`src/rtl/dispense_sequencer.sv`:
```
`timescale 1ns/1ps
// Candy dispenser sequencer: captures a Pi request, then drives carousel stepper,
// auger DC motor and servo gate strictly one at a time.
module dispense_sequencer #(
    parameter int STEP_DIV       = 6000,
    parameter int STEPS_PER_SLOT = 200,
    parameter int DC_TICKS       = 1200000,
    parameter int SERVO_TICKS    = 6000000
) (
    input  logic       clk_x1,
    input  logic       rstn,
    input  logic [2:0] sel_state,
    input  logic [1:0] amount,
    input  logic       candy_flag,
    output logic       sig_received,
    output logic       step_pulse,
    output logic       step_dir,
    output logic [1:0] dc_motor,
    output logic       servo_open,
    output logic       busy,
    output logic       done
);
    localparam int MAX_STEPS = 7 * STEPS_PER_SLOT;
    localparam int STEP_W    = ($clog2(MAX_STEPS + 1) > 11) ? $clog2(MAX_STEPS + 1) : 11;
    localparam int MAX_T01   = (STEP_DIV > DC_TICKS) ? STEP_DIV : DC_TICKS;
    localparam int MAX_T     = (MAX_T01 > SERVO_TICKS) ? MAX_T01 : SERVO_TICKS;
    localparam int TMR_W     = ($clog2(MAX_T) < 1) ? 1 : $clog2(MAX_T);

    localparam logic [TMR_W-1:0] DIV_LAST  = TMR_W'(STEP_DIV - 1);
    localparam logic [TMR_W-1:0] HALF_LAST = TMR_W'(STEP_DIV / 2 - 1);
    localparam logic [TMR_W-1:0] DC_LAST   = TMR_W'(DC_TICKS - 1);
    localparam logic [TMR_W-1:0] SV_LAST   = TMR_W'(SERVO_TICKS - 1);

    typedef enum logic [2:0] {
        S_IDLE, S_MOVE, S_AUGER, S_GATE_OPEN, S_GATE_CLOSE, S_DONE
    } state_t;

    state_t            state;
    logic              flag_p0, flag_p1, flag_p2;
    logic [2:0]        pos, tgt;
    logic [1:0]        cnt;
    logic [STEP_W-1:0] steps_left;
    logic [TMR_W-1:0]  tmr;
    logic              request;
    logic              move_end;

    function automatic logic [STEP_W-1:0] slot_steps(input logic [2:0] a, input logic [2:0] b);
        logic [2:0] d;
        d = (a > b) ? (a - b) : (b - a);
        return STEP_W'(d) * STEP_W'(STEPS_PER_SLOT);
    endfunction

    assign request = flag_p1 & ~flag_p2;

    // Motion ends on a zero-length move or on the falling edge of the last step.
    always_comb begin
        move_end = 1'b0;
        if (state == S_MOVE)
            move_end = (steps_left == '0) || ((tmr == DIV_LAST) && (steps_left == STEP_W'(1)));
    end

    always_ff @(posedge clk_x1 or negedge rstn) begin
        if (!rstn) begin
            state        <= S_IDLE;
            flag_p0      <= 1'b0;
            flag_p1      <= 1'b0;
            flag_p2      <= 1'b0;
            pos          <= '0;
            tgt          <= '0;
            cnt          <= '0;
            steps_left   <= '0;
            tmr          <= '0;
            sig_received <= 1'b0;
            step_pulse   <= 1'b0;
            step_dir     <= 1'b0;
            dc_motor     <= 2'b00;
            servo_open   <= 1'b0;
            busy         <= 1'b0;
            done         <= 1'b0;
        end else begin
            flag_p0 <= candy_flag;
            flag_p1 <= flag_p0;
            flag_p2 <= flag_p1;
            case (state)
                S_IDLE: begin
                    if (sig_received) begin
                        if (!flag_p1) sig_received <= 1'b0;
                    end else if (request) begin
                        tgt          <= sel_state;
                        cnt          <= amount;
                        sig_received <= 1'b1;
                        busy         <= 1'b1;
                        tmr          <= '0;
                        if (amount == 2'd0 && sel_state != 3'd0) begin
                            done  <= 1'b1;
                            state <= S_DONE;
                        end else begin
                            step_dir   <= (sel_state > pos);
                            steps_left <= slot_steps(sel_state, pos);
                            state      <= S_MOVE;
                        end
                    end
                end
                S_MOVE: begin
                    if (steps_left != '0) begin
                        if (tmr == DIV_LAST) begin
                            tmr        <= '0;
                            step_pulse <= 1'b0;
                            steps_left <= steps_left - 1'b1;
                        end else begin
                            if (tmr == HALF_LAST) step_pulse <= 1'b1;
                            tmr <= tmr + 1'b1;
                        end
                    end
                    if (move_end) begin
                        pos <= tgt;
                        tmr <= '0;
                        if (tgt == 3'd0) begin
                            done  <= 1'b1;
                            state <= S_DONE;
                        end else begin
                            dc_motor <= 2'b01;
                            state    <= S_AUGER;
                        end
                    end
                end
                S_AUGER: begin
                    if (tmr == DC_LAST) begin
                        tmr        <= '0;
                        dc_motor   <= 2'b00;
                        servo_open <= 1'b1;
                        state      <= S_GATE_OPEN;
                    end else begin
                        tmr <= tmr + 1'b1;
                    end
                end
                S_GATE_OPEN: begin
                    if (tmr == SV_LAST) begin
                        tmr        <= '0;
                        servo_open <= 1'b0;
                        state      <= S_GATE_CLOSE;
                    end else begin
                        tmr <= tmr + 1'b1;
                    end
                end
                S_GATE_CLOSE: begin
                    if (tmr == SV_LAST) begin
                        tmr <= '0;
                        cnt <= cnt - 1'b1;
                        if (cnt == 2'd1) begin
                            done  <= 1'b1;
                            state <= S_DONE;
                        end else begin
                            dc_motor <= 2'b01;
                            state    <= S_AUGER;
                        end
                    end else begin
                        tmr <= tmr + 1'b1;
                    end
                end
                S_DONE: begin
                    done  <= 1'b0;
                    busy  <= 1'b0;
                    state <= S_IDLE;
                end
                default: state <= S_IDLE;
            endcase
        end
    end
endmodule

```
`config.mk`:
```
export PLATFORM = sky130hd
export DESIGN_NAME = dispense_sequencer
export DESIGN_NICKNAME = d
export VERILOG_FILES = /design/src/rtl/dispense_sequencer.sv
export SDC_FILE = /design/constraint.sdc
export NUM_CORES = 1
export LEC_CHECK = 0
export CORE_ASPECT_RATIO = 1.5
export CORE_MARGIN = 3
export CORE_UTILIZATION = 39
export DETAILED_ROUTE_END_ITERATION = 12
export GPL_TIMING_DRIVEN = 0
export PLACE_DENSITY_LB_ADDON = 0.2
export SETUP_SLACK_MARGIN = 0.5
export SYNTH_ARGS = -nofsm -noshare
export SYNTH_HDL_FRONTEND = slang
export SYNTH_SLANG_ARGS = --single-unit
```
`constraint.sdc`:
```
create_clock -name clk_x1 -period 3.3 [get_ports clk_x1]
set_input_delay 0.495 -clock clk_x1 [delete_from_list [all_inputs] [get_ports clk_x1]]
set_output_delay 0.495 -clock clk_x1 [all_outputs]
set_load 0.1 [all_outputs]
```
# Yosys cells after proc, flatten, opt, wreduce, memory -nomap -nowiden
# Index checks and enable logic that the tools add are counted.
# totals
register_bits	56
# classes
n_reduce_logical	30
n_mul	1
n_addsub	5
eq_ne	26
n_mux	55
order_cmp	1
n_bitwise	4
# op_table
operator	count
$mux 23	7
$pmux 23 s4	1
$mux 11	5
$mux 3	10
$add 23x1->23 const B	1
$eq 23x12->1 const B	1
$eq 23x13->1 const B	1
$eq 23x21->1 const B	1
$eq 23x23->1 const B	1
$ne 2x2->1 const B	11
$pmux 11 s2	1
$reduce_and 6->1	3
$mux 1	17
$mux 2	8
$pmux 3 s5	1
$reduce_and 3->1	4
$reduce_and 4->1	3
$eq 11x1->1 const B	1
$logic_not 11->1	1
$reduce_bool 11->1	1
$sub 11x1->11 const B	1
$reduce_bool 2->1	5
$mul 3x5->8 const B	1
$reduce_and 8->1	1
other kinds (23)	35

# Depth between registers and ports, before layout
# logic_depth
word_depth	7
mapped_depth	12

# Worst setup path before layout
# OpenSTA, ideal clock, no wires.
# synth_path
kind	input port to flip-flop
startpoint	in sel_state[1]
endpoint	reg steps_left[9]
setup_ns	0.130
cell_stages	12
setup_slack_ns	0.707
arrival_time_ns	2.464
cell_sequence	inv_1 ha_1 nor2b_1 o21ai_0 a32oi_1 mux2i_1 inv_1 ha_1 ha_1 xor2_1 a32oi_1 o21ai_0
# synth_via
elab_chain_len	7
elab_cells_between_ends	13
# synth_lines
item	line	rtl
start: declaration	12	input logic [2:0] sel_state,
$sub 3x3->3 or $gt 3x3->1 (tied branches)	49	d = (a > b) ? (a - b) : (b - a);
$mux 3	49	
$mul 3x5->8	50	return STEP_W'(d) * STEP_W'(STEPS_PER_SLOT);
$mux 11	94	if (amount == 2'd0 && sel_state != 3'd0) begin
$mux 11	88	end else if (request) begin
$mux 11	86	if (sig_received) begin
$pmux 11 s2	84	case (state)
end signal: assignment	99	steps_left <= slot_steps(sel_state, pos);
end signal: assignment	109	steps_left <= steps_left - 1'b1;
end: declaration	42	logic [STEP_W-1:0] steps_left;
# Parallel ways exist; a longest one is shown, timed or not. The select of a mux whose other input is x is not followed.
# A chain may end at the register's enable or synchronous reset.

# Worst setup path in the final report
# layout_path
startpoint	in sel_state[0]
endpoint	reg steps_left[9]
# The elaborated chain is that of the path after synthesis.

==> qor.txt <==
Switch Pwr: 0.000294 W
CTS tree: built
N_diodes: 0
Setup crit end kind: register
Die Area: 0.00976 mm²
Post-synth EDFFs: 0
DP Cell Count: 486
Sequential Power Share: 0.491
Mapped Avg Cell Area: 9.15 µm²
Root Driver: clkbuf_16
Synth Cell Area: 0.00335 mm²
Post-DR vias/cell: 5.71
Initial DRC count: 96
Syn. warnings: 0
# clock sinks: 55
H-tree depth: 2
Number of remaining DRC errors: 0
Fin cells: 501
Clock Tree Buf Depth: 2
GP Congestion: 0.812
Final Hold Vio Count: 0
Via count: 2863
WHS: 0.196 ns
Worst skew pair latency: 0.30 ns
Ys async rst share: 1.00
Combinational share of power: 0.064
LEAKAGE: 1.70 nW
# IOs: 16
Synth unique cells: 59
Routed len/inst: 15.8 µm
Drt first pass iters: 5
Clock Power Share: 0.445
DIE HEIGHT: 120 µm
Vias in the first global route: 2839
Slew @ Worst Pin: 0.974 ns
Max-Cap Viols: 0
Row cnt: 40
Post-Synthesis Cells: 366
# setup viols final: 0
Synth Area in XOR/XNOR: 0.0261
Most frequent cells in the layout: dfrtp_1 (55), nor2_1 (43), o21ai_0 (28)
Area Overhead vs Synth: 16.3%
Register area share after synthesis: 0.411
Req. time, crit path: 3.47 ns
F_max: 0.382 GHz
Crit path kind: primary input to register
Max stage delay on crit path: 0.39 ns
Sw frac: 0.212
First-pass GRT wire length: 13300 µm
Register bit count reported by yosys: 55
Layout cells sized above 1: 0.114
Adder-Cell Fraction of Synth Area: 0.0605
Period utilization: 0.793
Net count, final: 418
Width of the die: 81.7 µm
Synth Area in Compound Gates: 0.173
Antenna Nets Post-Route: 0
Mux cell area share after synthesis: 0.0321
Post-layout min period: 2.62 ns
Critical Path Fanout Max: 3
Gr usage total: 0.173
Initial antenna violation count: 0
Crit path cell chain: dlygate4sd2_1, inv_1, ha_1, inv_1, fa_1, mux2i_1, nor2_1, a21o_1, ha_1, ha_1, xor2_1, a32oi_1, o21ai_1
Initial Utilization: 0.408
Number of port buffers: 14
Commonest non-fill, non-tap cell in the layout: dfrtp_1
Top cell by count, worst path: ha_1
Max Clock Skew: 0.00755 ns
Drt total wl: 7910 µm
CTS buffer count: 5
Reg clk slew, reported paths: 0.07 ns
Total gr overflow: 0
Outcome: finished clean
Critical Path AT: 2.79 ns
Largest net degree at the start of global routing: 32
Internal power: 0.00109 W
Mapped Nets: 389
Maximum vdd drop: 0.180 mV
Top_reg_cell synth: dfrtp_1
RSZ-0062 raised after global routing: true
Detailed Place HPWL: 5960 µm
Power Density: 356 mW/mm²
Final max-slew violation count: 0
Post-CTS Hold Fix Bufs: 0
R2R setup slack: 0.70 ns
Largest family of logic cells by synthesized area: simple AND/OR/NAND/NOR gates
Critical path launch point type: primary input
Slowest CP cell: fa_1
Hold Path Class: primary input to async pin
Design Power: 0.00139 W
Synth Area in Simple Gates: 0.254
Slew headroom: 0.349
Core area: 0.00821 mm²
path summary, 6_finish.rpt:
path,from,end,cells after the start
worst min register to register,flag_p0,flag_p1,0
worst max register to register,steps_left[0],tmr[7],9
max in group asynchronous,rstn,tmr[16],2
worst max-delay path,sel_state[0],steps_left[9],13
worst min-delay path,rstn,pos[2],1
min in group clk_x1,flag_p0,flag_p1,0
state kept, by name, summed over array words and instances, names as in the netlist, 2 cells and up:
| name | cells |
|---|---|
| cnt | 2 |
| pos | 3 |
| state | 3 |
| steps_left | 11 |
| tgt | 3 |
| tmr | 23 |
layout make-up:
class	count	area, µm²
well taps	105	131
clock buffers	6	139
repair buffers	22	210
fillers	816	4310
clock inverters	2	35.0
plain buffers	14	78.8
flip-flops and latches	55	1380
inverters	17	63.8
multi-input cells	280	1860
critical path: cells and delay by family:
| kind | cells | cell delay (ns) |
|---|---|---|
| AO/OA/AOI/OAI | 3 | 0.41 |
| XOR/XNOR | 1 | 0.16 |
| adder cells (fa/ha/maj) | 4 | 1.11 |
| buffers and inverters | 3 | 0.40 |
| multiplexers | 1 | 0.15 |
| AND/OR/NAND/NOR | 1 | 0.05 |
power by group through the flow:
stage / Sequential (W) / Clock [W] / Combinational (W)
after floorplan: 0.000698 / 0 / 0.0000404
after global placement: 0.000693 / 0 / 0.0000800
after detailed placement: 0.000693 / 0 / 0.0000834
after CTS: 0.000680 / 0.000638 / 0.0000871
after global routing: 0.000681 / 0.000664 / 0.0000997
final: 0.000680 / 0.000616 / 0.0000894
per-layer routing:
layer | track usage | vias up | part of all wire | wire length [µm]
li1 | - | 1390 | - | -
met1 | 0.200 | 1376 | 0.40 | 3180
met2 | 0.311 | 71 | 0.54 | 4230
met3 | 0.0293 | 26 | 0.031 | 244
met4 | 0.0644 | 0 | 0.032 | 255
met5 | 0 | - | 0 | 0
kinds of logic after synthesis:
family / after synthesis
flip-flops: 55
other: 1
buffers and inverters: 31
XOR/XNOR: 10
AND/OR/NAND/NOR: 156
multiplexers: 10
AO/OA/AOI/OAI: 88
adder cells (fa/ha/maj): 15
synthesized netlist by cell type (3+ instances only):
cell	instances	area (µm²)
o31ai_1	7	52.6
mux2_2	6	67.6
nand3_1	16	80.1
inv_1	17	63.8
o21ai_0	29	145
dfrtp_1	55	1380
ha_1	13	163
nor2_1	43	161
a21oi_1	15	75.1
nand2b_1	8	50.1
o22a_1	4	35.0
nor4_1	4	25.0
o21a_1	3	22.5
xor2_1	5	43.8
xnor2_1	5	43.8
a21o_1	5	37.5
nor2b_1	5	31.3
mux2i_1	4	40.0
nand2_1	24	90.1
clkbuf_1	8	30.0
buf_2	3	15.0
or3_1	7	43.8
a31oi_1	6	37.5
nor3b_1	3	22.5
nand4_1	7	43.8
and3_1	5	31.3
nor3_1	16	80.1
through the flow:
step | TNS (ns) | setup WS, ns | instance area (µm²) | utilization
after global placement | -1.54 | -0.165 | 3620 | 0.441
final | 0 | 0.683 | 3900 | 0.475
after global routing | 0 | 0.498 | 3900 | 0.475
after floorplan | 0 | 0.707 | 3350 | -
after CTS | 0 | 0.530 | 3820 | 0.466
after detailed placement | -0.334 | -0.209 | 3640 | 0.443
what timing repair did:
| action | CTS | global route |
|---|---|---|
| endpoints found under the setup margin | 4 | 4 |
| resized for setup | 5 | 6 |
| cloned | 0 | 0 |
| pin swaps | 1 | 2 |
| setup buffers | 1 | 6 |
No activity file was read; power rests on OpenSTA's default activity.
